`config.mk`:
```
export PLATFORM = sky130hd
export DESIGN_NAME = ifu_fetch
export DESIGN_NICKNAME = d
export VERILOG_FILES = /design/src/rtl/ifu_fetch.sv
export SDC_FILE = /design/constraint.sdc
export NUM_CORES = 1
export LEC_CHECK = 0
export CAP_MARGIN = 5
export CORE_ASPECT_RATIO = 1.4
export CORE_UTILIZATION = 47
export CTS_BUF_LIST = sky130_fd_sc_hd__clkbuf_8 sky130_fd_sc_hd__clkbuf_16
export CTS_CLUSTER_DIAMETER = 60
export DETAILED_ROUTE_END_ITERATION = 10
export GPL_ROUTABILITY_DRIVEN = 0
export PLACE_DENSITY_LB_ADDON = 0.12
export SETUP_SLACK_MARGIN = 0.2
export SLEW_MARGIN = 30
export SYNTH_ARGS = -nofsm -noshare
export SYNTH_HDL_FRONTEND = slang
export SYNTH_SLANG_ARGS = --single-unit
```
`constraint.sdc`:
```
create_clock -name clk -period 4 [get_ports clk]
set_clock_uncertainty 0.15 [all_clocks]
set_input_delay 0.8 -clock clk [delete_from_list [all_inputs] [get_ports clk]]
set_output_delay 0.8 -clock clk [all_outputs]
set_load 0.01 [all_outputs]
```
`src/rtl/ifu_fetch.sv`:
```
// Instruction-fetch front end: holds the PC, fetches over a req/gnt/rvalid bus,
// and buffers one instruction for decode. Misaligned targets, bus errors and timeouts park it in FAULT.
module ifu_fetch #(
    parameter logic [31:0] RESET_PC       = 32'h0000_0000,
    parameter int          TIMEOUT_CYCLES = 16
) (
    input  logic        clk,
    input  logic        rst,
    input  logic [31:0] npc_i,
    output logic        imem_req_o,
    output logic [31:0] imem_addr_o,
    input  logic        imem_gnt_i,
    input  logic        imem_rvalid_i,
    input  logic [31:0] imem_rdata_i,
    input  logic        imem_err_i,
    output logic        inst_valid_o,
    output logic [31:0] inst_o,
    input  logic        inst_ready_i,
    output logic [31:0] pc_o,
    output logic        fault_o,
    output logic [1:0]  fault_cause_o,
    output logic [31:0] fault_pc_o,
    output logic [31:0] retire_cnt_o
);

    localparam int CW = $clog2(TIMEOUT_CYCLES + 1);
    localparam logic [CW-1:0] WAIT_LAST = CW'(TIMEOUT_CYCLES - 1);

    typedef enum logic [1:0] {
        ST_REQ,
        ST_WAIT,
        ST_HOLD,
        ST_FAULT
    } state_t;

    state_t        state_q, state_d;
    logic [31:0]   pc_q;
    logic [31:0]   inst_q;
    logic [1:0]    cause_q;
    logic [31:0]   fault_pc_q;
    logic [31:0]   retire_q;
    logic [CW-1:0] wait_q;

    logic          take_rsp;
    logic          take_npc;
    logic          retire;
    logic          fault_set;
    logic [1:0]    cause_d;
    logic [31:0]   fault_pc_d;
    logic          wait_clr;
    logic          wait_inc;

    // Next-state and datapath enables; an error response wins over data,
    // and any response wins over the timeout in the last allowed cycle.
    always_comb begin
        state_d    = state_q;
        take_rsp   = 1'b0;
        take_npc   = 1'b0;
        retire     = 1'b0;
        fault_set  = 1'b0;
        cause_d    = 2'b00;
        fault_pc_d = 32'h0;
        wait_clr   = 1'b0;
        wait_inc   = 1'b0;
        case (state_q)
            ST_REQ: begin
                if (imem_gnt_i) begin
                    state_d  = ST_WAIT;
                    wait_clr = 1'b1;
                end
            end
            ST_WAIT: begin
                if (imem_rvalid_i && imem_err_i) begin
                    state_d    = ST_FAULT;
                    fault_set  = 1'b1;
                    cause_d    = 2'b10;
                    fault_pc_d = pc_q;
                end else if (imem_rvalid_i) begin
                    state_d  = ST_HOLD;
                    take_rsp = 1'b1;
                end else if (wait_q == WAIT_LAST) begin
                    state_d    = ST_FAULT;
                    fault_set  = 1'b1;
                    cause_d    = 2'b11;
                    fault_pc_d = pc_q;
                end else begin
                    wait_inc = 1'b1;
                end
            end
            ST_HOLD: begin
                if (inst_ready_i) begin
                    retire = 1'b1;
                    if (npc_i[1:0] == 2'b00) begin
                        state_d  = ST_REQ;
                        take_npc = 1'b1;
                    end else begin
                        state_d    = ST_FAULT;
                        fault_set  = 1'b1;
                        cause_d    = 2'b01;
                        fault_pc_d = npc_i;
                    end
                end
            end
            default: state_d = ST_FAULT;
        endcase
    end

    // State and datapath registers.
    always_ff @(posedge clk) begin
        if (rst) begin
            state_q    <= ST_REQ;
            pc_q       <= RESET_PC;
            inst_q     <= 32'h0;
            cause_q    <= 2'b00;
            fault_pc_q <= 32'h0;
            retire_q   <= 32'h0;
            wait_q     <= '0;
        end else begin
            state_q <= state_d;
            if (take_rsp) inst_q <= imem_rdata_i;
            if (take_npc) pc_q <= npc_i;
            if (retire) retire_q <= retire_q + 32'd1;
            if (fault_set) begin
                cause_q    <= cause_d;
                fault_pc_q <= fault_pc_d;
            end
            if (wait_clr) wait_q <= '0;
            else if (wait_inc) wait_q <= wait_q + 1'b1;
        end
    end

    assign imem_req_o    = (state_q == ST_REQ);
    assign imem_addr_o   = pc_q;
    assign inst_valid_o  = (state_q == ST_HOLD);
    assign inst_o        = inst_q;
    assign pc_o          = pc_q;
    assign fault_o       = (state_q == ST_FAULT);
    assign fault_cause_o = cause_q;
    assign fault_pc_o    = fault_pc_q;
    assign retire_cnt_o  = retire_q;

endmodule
```
# Word level (Yosys, flattened, before mapping)
# Index checks and enable logic that the tools add are counted.
# totals
latchBits	0
n_memories	0
mem_bits_ro	0
ramBits	0
register_bits	137
out_inout_bits	165
# classes
magnitude_cmp	0
n_div	0
mul	0
n_reduce_logical	5
n_addsub	2
bitwise_logic	0
mux	39
shifts	0
n_eq_ne	7
# op_table
op	n
$mux W32	5
$pmux W32 S2	1
$add A32 B1 Y32 const B	1
$mux W1	21
$mux W2	9
$pmux W2 S3	1
$add A5 B1 Y5 const B	1
$eq A5 B4 Y1 const B	1
$eq A2 B2 Y1 const B	2
$logic_not A2 Y1	2
$ne A2 B1 Y1 const B	2
$ne A4 B4 Y1 const B	1
$pmux W2 S2	1
$reduce_and A3 Y1	1
$eq A2 B1 Y1 const B	1
$pmux W1 S2	1
$reduce_or A2 Y1	1
$logic_and A1 B1 Y1	1

# Depth between registers and ports, before layout
# Gate-level depths: netlist of the first run.
# logic_depth
word_depth	5
mapped_depth	9

# Worst setup path before layout of the first run
# No wires, ideal clock.
# synth_timing
kind	input port to flip-flop
startpoint	input port inst_ready_i
endpoint	register retire_q[31], in the netlist retire_cnt_o[31]
path_slack_ns	1.646
cell_stages	4
arrival_ns	2.084
cell_sequence	nand2_1 -> or4_1 -> nor4_1 -> mux2_2
# synth_via
elab_chain_cells	2
# synth_rtl
element	line	source
from (decl)	18	input logic inst_ready_i,
$mux W1	91	if (inst_ready_i) begin
$mux W1	65	case (state_q)
to (signal assigned)	122	if (retire) retire_q <= retire_q + 32'd1;
to (decl)	41	logic [31:0] retire_q;
# No other way between the ends.
# A chain may end at the register's enable or synchronous reset.

# Final worst setup path of the first run
# Ends and elaborated chain as after synthesis.

==> impl_metrics.yaml, run 1 <==
cells_and_area:
  finalNetCount: 956
  final_area_mm2: 0.00849
  area_growth_pct: 48.1
  final-seq-area_mm2: 0.00274
  multiInputGateArea_mm2: 0.00255
  fillers: 924
  postLayoutCoreUtil_pct: 71.5
  final_common_cell: "clkdlybuf4s50_1"
  finish.cell_count_without_fillers: 1039
  insertedDiodeCount: 0
  final_cell_mix: "233 x clkdlybuf4s50_1, 171 x nand2_1, 137 x dfxtp_1"
  drive_above_1_share_pct: 5.49
pwr:
  intPower_mw: 2.64
  power.switching_mw: 0.991
  swShare_pct: 27.3
  power.density_mw_per_mm2: 427
  power_frac_clock_pct: 40.4
  power.total_mw: 3.63
  power.leakage_nw: 2.79
  sequentialPowerShare_pct: 41.4
  peakVddDrop_uv: 327
  combPwrFrac_pct: 18.3
timing:
  fin_ws_ns: 1.23
  finalSetupTns_ns: 0
  grt_setup_unrepaired: "no"
  tightest_slew_ns: 0.902
  slew_viol_final: 0
  period_minus_slack_ns: 2.77
  slew_headroom_pct: 39.7
  whs_ns: 0.302
  fin_crit_sh_pct: 69.3
  final_hold_viol_count: 0
  max_freq_ghz: 0.361
  setup_viol: 0
synth:
  synth_edf_count: 0
  yosys_warnings: 0
  seq_area_frac_synth_pct: 47.8
  ys_types: 43
  syn_area_per_cell_um2: 8.24
  async_flop_share_pct: 0
  synth_ff_type: "dfxtp_1"
  syn_inst: 696
  ys_ff_latch: 137
  syn_area_mm2: 0.00573
  syn-num-nets: 773
grt:
  grt_pass1_wl_um: 26300
  antenna_found_initial: 0
  grt-ovfl-total: 0
  grt_pass1_vias: 5460
  grt_max_degree: 78
  grt_usage_pct: 26.7
clocking:
  cts_root_buf: "clkbuf_16"
  post-cts-setup-buffer-count: 0
  ctsHoldBuffers: 0
  cts_buffer_depth: 2
  clk_latency_ns: 0.41
  cts_resized: 0
  cts_made_buffers: 17
  clk_pin_slew_ns: 0.06
  cts.sinks: 137
  cts-htree-levels: 4
  cts_tree: "built"
floorplanning:
  core_area_mm2: 0.0119
  rows: 47
  fp.dieH_um: 133
  die_area_mm2: 0.0126
  dieWidth_um: 95.3
  ios: 235
  start_util_pct: 48.3
route:
  vias: 5607
  firstDrtPassIters: 6
  route.detailed.drc: 0
  wl_per_cell_um: 16.0
  wl_um: 16600
  drtAntennaViolNets: 0
  viasPerCell: 5.40
  drt-initial-drc-count: 235
worst_setup_path:
  r2r-end: "retire_cnt_o[31]"
  worstPathArrival_ns: 2.91
  crit_fanout: 9
  r2r_start: "state_q[0]"
  crit_start: "inst_ready_i"
  crit_end: "retire_cnt_o[31]"
  path_class: "input port to flop"
  worstPathRequired_ns: 4.14
  reg2reg_slack_ns: 1.41
  worstSetupStartpointType: "input port"
  end_kind: "flop"
  worst-r2r-cell-count: 6
placement:
  placed_cells: 1007
  dp.final_hpwl_um: 11900
  portBuffers: 234
  placed_area_mm2: 0.00793
  post-place-ws_ns: 0.829
outcome:
  status: "complete, no violations"
job:
  cap_viol_max_count: 0
min_path:
  hold_class: "flop to flop"
[registers in the layout, indices dropped and copies added (netlist names)]
name           cells
retire_cnt_o      32
wait_q             5
imem_addr_o       32
inst_o            32
state_q            2
fault_cause_o      2
fault_pc_o        32
[cell families after synthesis]
kind of cell | after synthesis | share of synthesized area (%)
fa+ha+maj | 7 | 1.53
compound gates | 174 | 17.8
buf+inv | 89 | 8.07
mux | 6 | 1.11
simple gates | 270 | 21.7
flops | 137 | 47.8
xor+xnor | 13 | 1.99
[layout make-up]
class,count,share of cell area [%]
inverter,11,0.486
tap,147,2.17
sequential,137,32.3
timing repair buffer,242,28.4
clock buffer,18,5.17
multi-input combinational,470,30.0
clock inverter,14,1.46
[worst max-delay path: stages]
cell and delay, ns:
clkdlybuf4s50_1 0.60, nand2_1 0.25, or4_1 0.58, nor4_1 0.31
mux2_2 0.37
[synth_stat cells (2+ instances only)]
| master | n | area [µm²] |
|---|---|---|
| nand2_1 | 171 | 642 |
| dfxtp_1 | 137 | 2740 |
| a21oi_1 | 114 | 571 |
| clkbuf_1 | 43 | 161 |
| buf_4 | 32 | 240 |
| a22oi_1 | 30 | 225 |
| nor2_1 | 21 | 78.8 |
| or4_1 | 16 | 120 |
| o31ai_1 | 13 | 97.6 |
| inv_1 | 11 | 41.3 |
| nand3_1 | 11 | 55.1 |
| nand4_1 | 11 | 68.8 |
| ha_1 | 7 | 87.6 |
| xnor2_1 | 7 | 61.3 |
| nor3_1 | 6 | 30.0 |
| or3_1 | 6 | 37.5 |
| xor2_1 | 6 | 52.6 |
| a211oi_1 | 5 | 37.5 |
| and3_1 | 5 | 31.3 |
| nor4_1 | 5 | 31.3 |
| o21ai_0 | 5 | 25.0 |
| nor2b_1 | 4 | 25.0 |
| and4_1 | 3 | 26.3 |
| mux2_2 | 3 | 33.8 |
| mux2i_1 | 3 | 30.0 |
| nor3b_1 | 3 | 22.5 |
| and2_1 | 2 | 12.5 |
[power groups by stage]
stage               Sequential (mW)  Clock [mW]  Combinational, mW
floorplan                      1.55           0              0.297
CTS                            1.50        1.49              0.666
finish                         1.50        1.47              0.663
global placement               1.52           0              0.644
detailed placement             1.53           0              0.661
global route                   1.51        1.56              0.715
[layer usage]
layer,wire [µm],track usage (%),vias to the layer above
met3,1120,6.95,26
li1,-,-,2751
met5,0,0,-
met2,8940,48.8,186
met4,336,10.2,0
met1,6240,28.4,2644
[worst min path at each step]
stage / end / cells after the start / start
2_1_floorplan: wait_q[3] / 2 / wait_q[3]
3_3_place_gp: inst_o[18] / 2 / inst_o[18]
3_5_place_dp: inst_o[19] / 2 / inst_o[19]
4_1_cts: inst_o[19] / 2 / inst_o[19]
5_1_grt: inst_o[29] / 2 / inst_o[29]
6_report: inst_o[19] / 2 / inst_o[19]
No activity file was read; power rests on OpenSTA's default activity.
==> run 2, diff against run 1 <==
- CORE_UTILIZATION: 47 -> 43
- clock period: 4 -> 2.65 ns (I/O delays scaled with it)
==> run 2 against run 1 <==
First-iteration DRC count decreased by 21%. Critical path depth down 2. Utilization down 4.2 points. Cell count grew 4.0%. Clock-buffer cell count unchanged. Non-clock buffer count up 11. Die area is 9.1% higher. Wire length rose by 4.0%. Critical endpoint is now inst_valid_o.
==> impl_metrics.yaml, run 2 (synthesized netlist as in run 1, its figures left out) <==
outcome:
  status: "complete, no violations"
floorplanning:
  rows: 49
  fp.dieH_um: 139
  dieWidth_um: 99.6
  start_util_pct: 44.3
  core_area_mm2: 0.0129
  ios: 235
  die_area_mm2: 0.0138
cells_and_area:
  area_growth_pct: 51.8
  final-seq-area_mm2: 0.00274
  finalNetCount: 967
  fillers: 1111
  insertedDiodeCount: 0
  multiInputGateArea_mm2: 0.00255
  final_cell_mix: "233 x clkdlybuf4s50_1, 171 x nand2_1, 137 x dfxtp_1"
  drive_above_1_share_pct: 6.87
  final_common_cell: "clkdlybuf4s50_1"
timing:
  period_minus_slack_ns: 2.40
  grt_setup_unrepaired: "no"
  fin_crit_sh_pct: 90.5
  slew_viol_final: 0
  fin_ws_ns: 0.251
  slew_headroom_pct: 54.1
  finalSetupTns_ns: 0
  tightest_slew_ns: 0.689
  final_hold_viol_count: 0
  setup_viol: 0
  max_freq_ghz: 0.417
clocking:
  clk_latency_ns: 0.42
  clk_pin_slew_ns: 0.06
  ctsHoldBuffers: 0
  cts.sinks: 137
  cts_buffer_depth: 2
  cts_root_buf: "clkbuf_16"
  cts_made_buffers: 17
  cts-htree-levels: 4
  cts_tree: "built"
  post-cts-setup-buffer-count: 0
worst_setup_path:
  crit_fanout: 9
  worstPathRequired_ns: 1.97
  path_class: "flop to primary output"
  worstSetupStartpointType: "flop"
  end_kind: "primary output"
  reg2reg_slack_ns: 0.31
  worstPathArrival_ns: 1.72
grt:
  grt_max_degree: 49
  grt_pass1_vias: 5679
  grt-ovfl-total: 0
  grt_pass1_wl_um: 27500
  grt_usage_pct: 25.2
  antenna_found_initial: 0
min_path:
  hold_class: "flop to flop"
route:
  drt-initial-drc-count: 186
  wl_um: 17300
  wl_per_cell_um: 16.0
  vias: 5689
  firstDrtPassIters: 4
  drtAntennaViolNets: 0
  viasPerCell: 5.26
  route.detailed.drc: 0
pwr:
  power.total_mw: 5.74
  power.density_mw_per_mm2: 659
  peakVddDrop_uv: 371
  power.leakage_nw: 2.87
placement:
  post-place-ws_ns: -0.00784
  portBuffers: 234
  dp.final_hpwl_um: 12300
job:
  cap_viol_max_count: 0
-- run 2: changes by cell type in the layout (fill, tap and decap cells not counted), sizes merged --
cell,previous run,this run
buf,9,20
inv,15,13
bufinv,1,3
-- run 2: cell type report --
type	count	share of cell area, %
Inverter	11	0.474
Tap cell	178	2.56
Sequential cell	137	31.5
Clock inverter	14	1.97
Multi-Input combinational cell	470	29.3
Clock buffer	18	5.05
Timing Repair Buffer	253	29.1
-- run 2: worst paths after layout --
path              start               end  cells after the start
min           inst_o[0]         inst_o[0]                      2
min reg2reg   inst_o[0]         inst_o[0]                      2
max          state_q[0]      inst_valid_o                      3
max reg2reg  state_q[0]  retire_cnt_o[31]                      6
-- run 2: metrics by stage --
| step | hold WS, ns | instance area [µm²] | instances | util [%] |
|---|---|---|---|---|
| after CTS | 0.304 | 8700 | 1081 | 67.3 |
| after global placement | 0.291 | 8090 | 1049 | 62.5 |
| final | 0.302 | 8700 | 1081 | 67.3 |
| after floorplan | 0.322 | 5730 | 696 | - |
| after global routing | 0.314 | 8700 | 1081 | 67.3 |
| after detailed placement | 0.296 | 8090 | 1049 | 62.5 |
-- run 2: per-layer routing --
metal / wire, µm / vias up / share of wire [%] / global-route usage, %
met4: 492 / 0 / 2.8 / 12.5
met5: 0 / - / 0 / 0
met2: 9230 / 197 / 53 / 45.6
met1: 6520 / 2680 / 38 / 26.5
met3: 1070 / 34 / 6.2 / 6.70
li1: - / 2778 / - / -
-- run 2: where the power goes --
group,internal (mW),switching (mW)
combinational,0.510,0.524
clock,1.51,0.926
sequential,2.18,0.0850
total,4.20,1.54
-- run 2: critical path: stages (launching register included) --
cell and delay, ns:
dfxtp_1 0.33, inv_1 0.12, ha_2 0.29, clkdlybuf4s50_1 0.57
-- run 2: repair_timing --
action                     4_1_cts  5_1_grt
hold endpoints to repair         0        0
gates resized for setup          1        0
setup endpoints to repair        1        0
